## src/rtl/cell_plotter.sv

```systemverilog
// Latches a cell column/row and paints that cell as a CELL_SIZE x CELL_SIZE block of VGA pixel writes in raster order.
// Latency: first write one cycle after draw is accepted, CELL_SIZE^2 back-to-back writes, then a one-cycle done pulse.
// No backpressure: draw is only taken while idle (busy low); a draw arriving while busy is dropped, not queued.
module cell_plotter #(
    parameter int CELL_SIZE = 4,
    parameter int GRID_W    = 40,
    parameter int GRID_H    = 30
) (
    input  logic       clock,
    input  logic       reset,
    input  logic [7:0] data_in,
    input  logic [2:0] colour_in,
    input  logic       ld_x,
    input  logic       ld_y,
    input  logic       draw,
    output logic       busy,
    output logic       done,
    output logic [7:0] x_out,
    output logic [6:0] y_out,
    output logic [2:0] colour_out,
    output logic       writeEn
);

    localparam int PX_W  = (CELL_SIZE > 1) ? $clog2(CELL_SIZE) : 1;
    localparam int COL_W = $clog2(GRID_W);
    localparam int ROW_W = $clog2(GRID_H);
    localparam logic [PX_W-1:0] PX_MAX = PX_W'(CELL_SIZE - 1);

    typedef enum logic [1:0] {
        S_IDLE,
        S_PLOT,
        S_DONE
    } state_t;

    state_t            state;
    logic [COL_W-1:0]  col_p;
    logic [ROW_W-1:0]  row_p;
    logic [COL_W-1:0]  col_a;
    logic [ROW_W-1:0]  row_a;
    logic [2:0]        colour_a;
    logic [PX_W-1:0]   px;
    logic [PX_W-1:0]   py;
    logic [PX_W-1:0]   px_nxt;
    logic [PX_W-1:0]   py_nxt;
    logic              last_pix;

    // Clamping here is what keeps the 8/7-bit pixel products from ever wrapping.
    function automatic logic [COL_W-1:0] clamp_col(input logic [7:0] d);
        if (d > 8'(GRID_W - 1))
            return COL_W'(GRID_W - 1);
        return d[COL_W-1:0];
    endfunction

    function automatic logic [ROW_W-1:0] clamp_row(input logic [7:0] d);
        if (d > 8'(GRID_H - 1))
            return ROW_W'(GRID_H - 1);
        return d[ROW_W-1:0];
    endfunction

    function automatic logic [7:0] pix_x(input logic [COL_W-1:0] c, input logic [PX_W-1:0] p);
        return 8'(c) * 8'(CELL_SIZE) + 8'(p);
    endfunction

    function automatic logic [6:0] pix_y(input logic [ROW_W-1:0] r, input logic [PX_W-1:0] p);
        return 7'(r) * 7'(CELL_SIZE) + 7'(p);
    endfunction

    always_comb begin
        px_nxt   = px + 1'b1;
        py_nxt   = py;
        last_pix = (px == PX_MAX) && (py == PX_MAX);
        if (px == PX_MAX) begin
            px_nxt = '0;
            py_nxt = py + 1'b1;
        end
    end

    always_ff @(posedge clock) begin
        if (reset) begin
            state      <= S_IDLE;
            col_p      <= '0;
            row_p      <= '0;
            col_a      <= '0;
            row_a      <= '0;
            colour_a   <= '0;
            px         <= '0;
            py         <= '0;
            busy       <= 1'b0;
            done       <= 1'b0;
            writeEn    <= 1'b0;
            x_out      <= '0;
            y_out      <= '0;
            colour_out <= '0;
        end else begin
            // Pending coordinates load in any state; the active cell is only replaced on an accepted draw.
            if (ld_x)
                col_p <= clamp_col(data_in);
            if (ld_y)
                row_p <= clamp_row(data_in);

            case (state)
                S_IDLE: begin
                    if (draw) begin
                        state      <= S_PLOT;
                        col_a      <= col_p;
                        row_a      <= row_p;
                        colour_a   <= colour_in;
                        px         <= '0;
                        py         <= '0;
                        busy       <= 1'b1;
                        writeEn    <= 1'b1;
                        x_out      <= pix_x(col_p, '0);
                        y_out      <= pix_y(row_p, '0);
                        colour_out <= colour_in;
                    end
                end
                S_PLOT: begin
                    if (last_pix) begin
                        state   <= S_DONE;
                        writeEn <= 1'b0;
                        done    <= 1'b1;
                    end else begin
                        px         <= px_nxt;
                        py         <= py_nxt;
                        x_out      <= pix_x(col_a, px_nxt);
                        y_out      <= pix_y(row_a, py_nxt);
                        colour_out <= colour_a;
                    end
                end
                S_DONE: begin
                    state <= S_IDLE;
                    done  <= 1'b0;
                    busy  <= 1'b0;
                end
                default: begin
                    state   <= S_IDLE;
                    done    <= 1'b0;
                    busy    <= 1'b0;
                    writeEn <= 1'b0;
                end
            endcase
        end
    end

endmodule

```

## config.mk

```make
export PLATFORM = sky130hd
export DESIGN_NAME = cell_plotter
export DESIGN_NICKNAME = d
export VERILOG_FILES = /design/src/rtl/cell_plotter.sv
export SDC_FILE = /design/constraint.sdc
export NUM_CORES = 1
export LEC_CHECK = 0
export ABC_CLOCK_PERIOD_IN_PS = 4500
export BUFFER_PORTS_ARGS = -buffer_cell sky130_fd_sc_hd__buf_2
export CAP_MARGIN = 10
export CELL_PAD_IN_SITES_DETAIL_PLACEMENT = 1
export CELL_PAD_IN_SITES_GLOBAL_PLACEMENT = 2
export CORE_UTILIZATION = 33
export CTS_BUF_LIST = sky130_fd_sc_hd__clkbuf_16
export DETAILED_ROUTE_END_ITERATION = 8
export PLACE_DENSITY = 0.83
export SETUP_SLACK_MARGIN = 0.5
export SYNTH_ARGS = -nofsm -noshare
export SYNTH_HDL_FRONTEND = slang
export SYNTH_SLANG_ARGS = --single-unit
```

## constraint.sdc

```tcl
create_clock -name clock -period 4.5 [get_ports clock]
set_input_delay 0.9 -clock clock [delete_from_list [all_inputs] [get_ports clock]]
set_output_delay 0.9 -clock clock [all_outputs]
set_load 0.05 [all_outputs]
```

==> run summary <==
Count of cell types in the netlist - 30
CP top delay family - simple AND/OR/NAND/NOR gates
Grt ovf - 0
Synth Net Count - 224
GPL Wtd Cong - 0.6860
Synth Flop Type - dfxtp_1
Maximum clock frequency - 485.9 MHz
Hold Buf Count CTS - 0
Clk_lat worst skew - 0.28 ns
Num CTS Buffers - 5
Post-synthesis xor/xnor area fraction - 0%
Layout area overhead - 15.53%
Synth top cells by count - nor2_1, dfxtp_1, mux2i_1
CP endpoint kind - flip-flop
Met2 usage - 21.20%
CTS-repair resized insts - 0
Endpoints failing hold - 0
Die width - 80.13 um
Synth async-reset ratio - 0%
Synth area leaders - dfxtp_1, mux2i_1, nor2_1, a211oi_1, a211oi_2
Largest area contributor in the netlist - dfxtp_1
Outcome - completed
Post-Synth Simple-Gate Area - 17.52%
DRT iter0 DRCs - 55
Synth Warn # - 0
Total wire length - 4.029 mm
Sequential share of the synthesized area - 47.70%
Met1 usage - 18.24%
IR drop worst, VDD - 0.0002735 V
Layout cell share with drive strength beyond 1 - 21.61%
Num Clock Sinks - 48
Slowest CP cell - and2b_1
Bufs on Longest Clock Path - 2
Drt drc - 0
Fill cells - 689
Largest net degree at the start of global routing - 49
CP arrival - 2.20 ns
Gr busiest metal - met2
GRT Util Overall - 13.88%
Detail Placement HPWL - 2.751 mm
Most common cell in the synthesized netlist - nor2_1
Max stage delay on crit path - 0.67 ns
Yosys reg bits - 48
Endpoints failing setup - 0
Htree depth - 2
Setup bufs post-CTS - 0
CP Class - in -> reg
Post-synthesis mux area share - 14.47%
Compound-Gate Fraction of Synth Area - 13.85%
Clock-pin slew of the registers on the worst-case setup and hold paths - 0.06 ns
Core area - 0.005921 sq mm
Post-route ant nets - 0
Clock skew - 0.001642 ns
Final Max Slew Viols - 0
FP Rows - 28
Hold_ws - 0.4780 ns
Hold Path Class - reg -> reg
Main combinational cell family by area after synthesis - simple AND/OR/NAND/NOR gates
Die area - 0.006421 sq mm
First-pass GRT wire length - 6.699 mm
Root Buffer - clkbuf_16
Post-synth EDFFs - 0
Number of global-route vias before repair - 1435
CTS tree - built
# diodes - 0
Worst path bufs/invs - 1
CP Launch Type - input port
Post-synth top area share - 47.70%
Post-Syn Instances - 206
Worst Path Required - 4.64 ns
Fin crit period - 2.058 ns
Slew headroom - 34.44%
Syn_area_per_cell - 9.779 sq um
Vias - 1525
P_leak - 1.039 nW
Fin Setup TNS - 0 ns
Max-Cap Viols - 0
Post-synthesis adder-cell area fraction - 1.242%
Final period util - 45.73%
Vias per inst - 4.904
Die H - 80.13 um
Met3 usage - 3.864%
P per Cell Area - 409.4 mW/mm^2
Top Ports - 37
Slew @ Worst Pin - 0.9833 ns
Worst-path cell chain - buf_2, nor2b_4, and2b_1, mux2i_1, nor2_1
WL/cell - 12.95 um
Final #Nets - 253
Synth Cell Area - 0.002014 sq mm
PortBufs - 36
Unrepaired setup endpoints after global routing - false
Antenna violations before repair - 0
First drt pass iteration count - 4
Crit-path max FO - 14
Initial core utilization - 34.02%
final timing paths:
| check | to | startpoint | depth (start not counted) | slack [ns] |
|---|---|---|---|---|
| hold reg to reg | x_out[1] | x_out[1] | 2 | 0.48 |
| hold / removal | x_out[1] | x_out[1] | 2 | 0.48 |
| setup / recovery | col_a[4] | draw | 5 | 2.44 |
| setup reg to reg | x_out[3] | state[0] | 3 | 2.53 |
stage by stage:
step	setup slack, ns	util [%]	total power, mW	cell area [sq um]	std cells
6_report	2.442	39.31	0.9529	2327	311
3_5_place_dp	2.151	37.00	0.6176	2191	303
2_1_floorplan	2.642	-	0.5869	2014	206
4_1_cts	2.428	39.31	0.9695	2327	311
5_1_grt	2.342	39.31	1.001	2327	311
3_3_place_gp	2.170	37.00	0.6157	2191	303
kinds of logic (layout without fill, tap and decap cells):
logic type / after synthesis / in the layout
buf+inv: 16 / 46
simple gates: 78 / 78
flops: 48 / 48
mux: 29 / 29
fa+ha+maj: 2 / 2
compound gates: 33 / 33
registers in the layout, summed over array words and instances (netlist names):
register,flops
x_out,8
y_out,7
col_a,6
col_p,6
row_a,5
row_p,5
colour_a,3
colour_out,3
state,2
busy,1
done,1
writeEn,1
cell usage in the layout (no fill, tap or decap), types with 3 or more instances in the layout:
cell type | Yosys | final
clkbuf_16 | 0 | 5
a21oi_1 | 8 | 8
nand4b_1 | 3 | 3
inv_1 | 2 | 4
buf_2 | 0 | 36
nand2_1 | 3 | 3
mux2i_1 | 28 | 28
a211oi_1 | 10 | 10
nor2_1 | 52 | 52
nor2b_1 | 3 | 3
nor3_1 | 10 | 10
a211oi_2 | 6 | 6
dfxtp_1 | 48 | 48
power by group:
| part | switching (mW) | internal, mW |
|---|---|---|
| combinational | 0.0948 | 0.0456 |
| sequential | 0.0165 | 0.449 |
| clock | 0.147 | 0.200 |
metal layers:
metal,routed length (um),share of wire [%],up-vias
met3,169,4.2,5
met2,1759,44,30
li1,-,-,778
met1,2031,50,712
met4,69,1.7,0
met5,0,0,-
cell type report:
class	count	area [sq um]	area share, %
Sequential cell	48	960.9	41.29
Clock inverter	3	11.26	0.4839
Tap cell	75	93.84	4.032
Timing Repair Buffer	36	180.2	7.742
Multi-Input combinational cell	142	948.4	40.75
Inverter	2	7.507	0.3226
Clock buffer	5	125.1	5.376
worst register-to-register path, cell delays in order, from the launching register on:
cell      delay (ns)
dfxtp_1         0.63
nand2b_1        0.65
mux2i_1         0.43
a211oi_2        0.10
(Power assumes the default switching activity.)
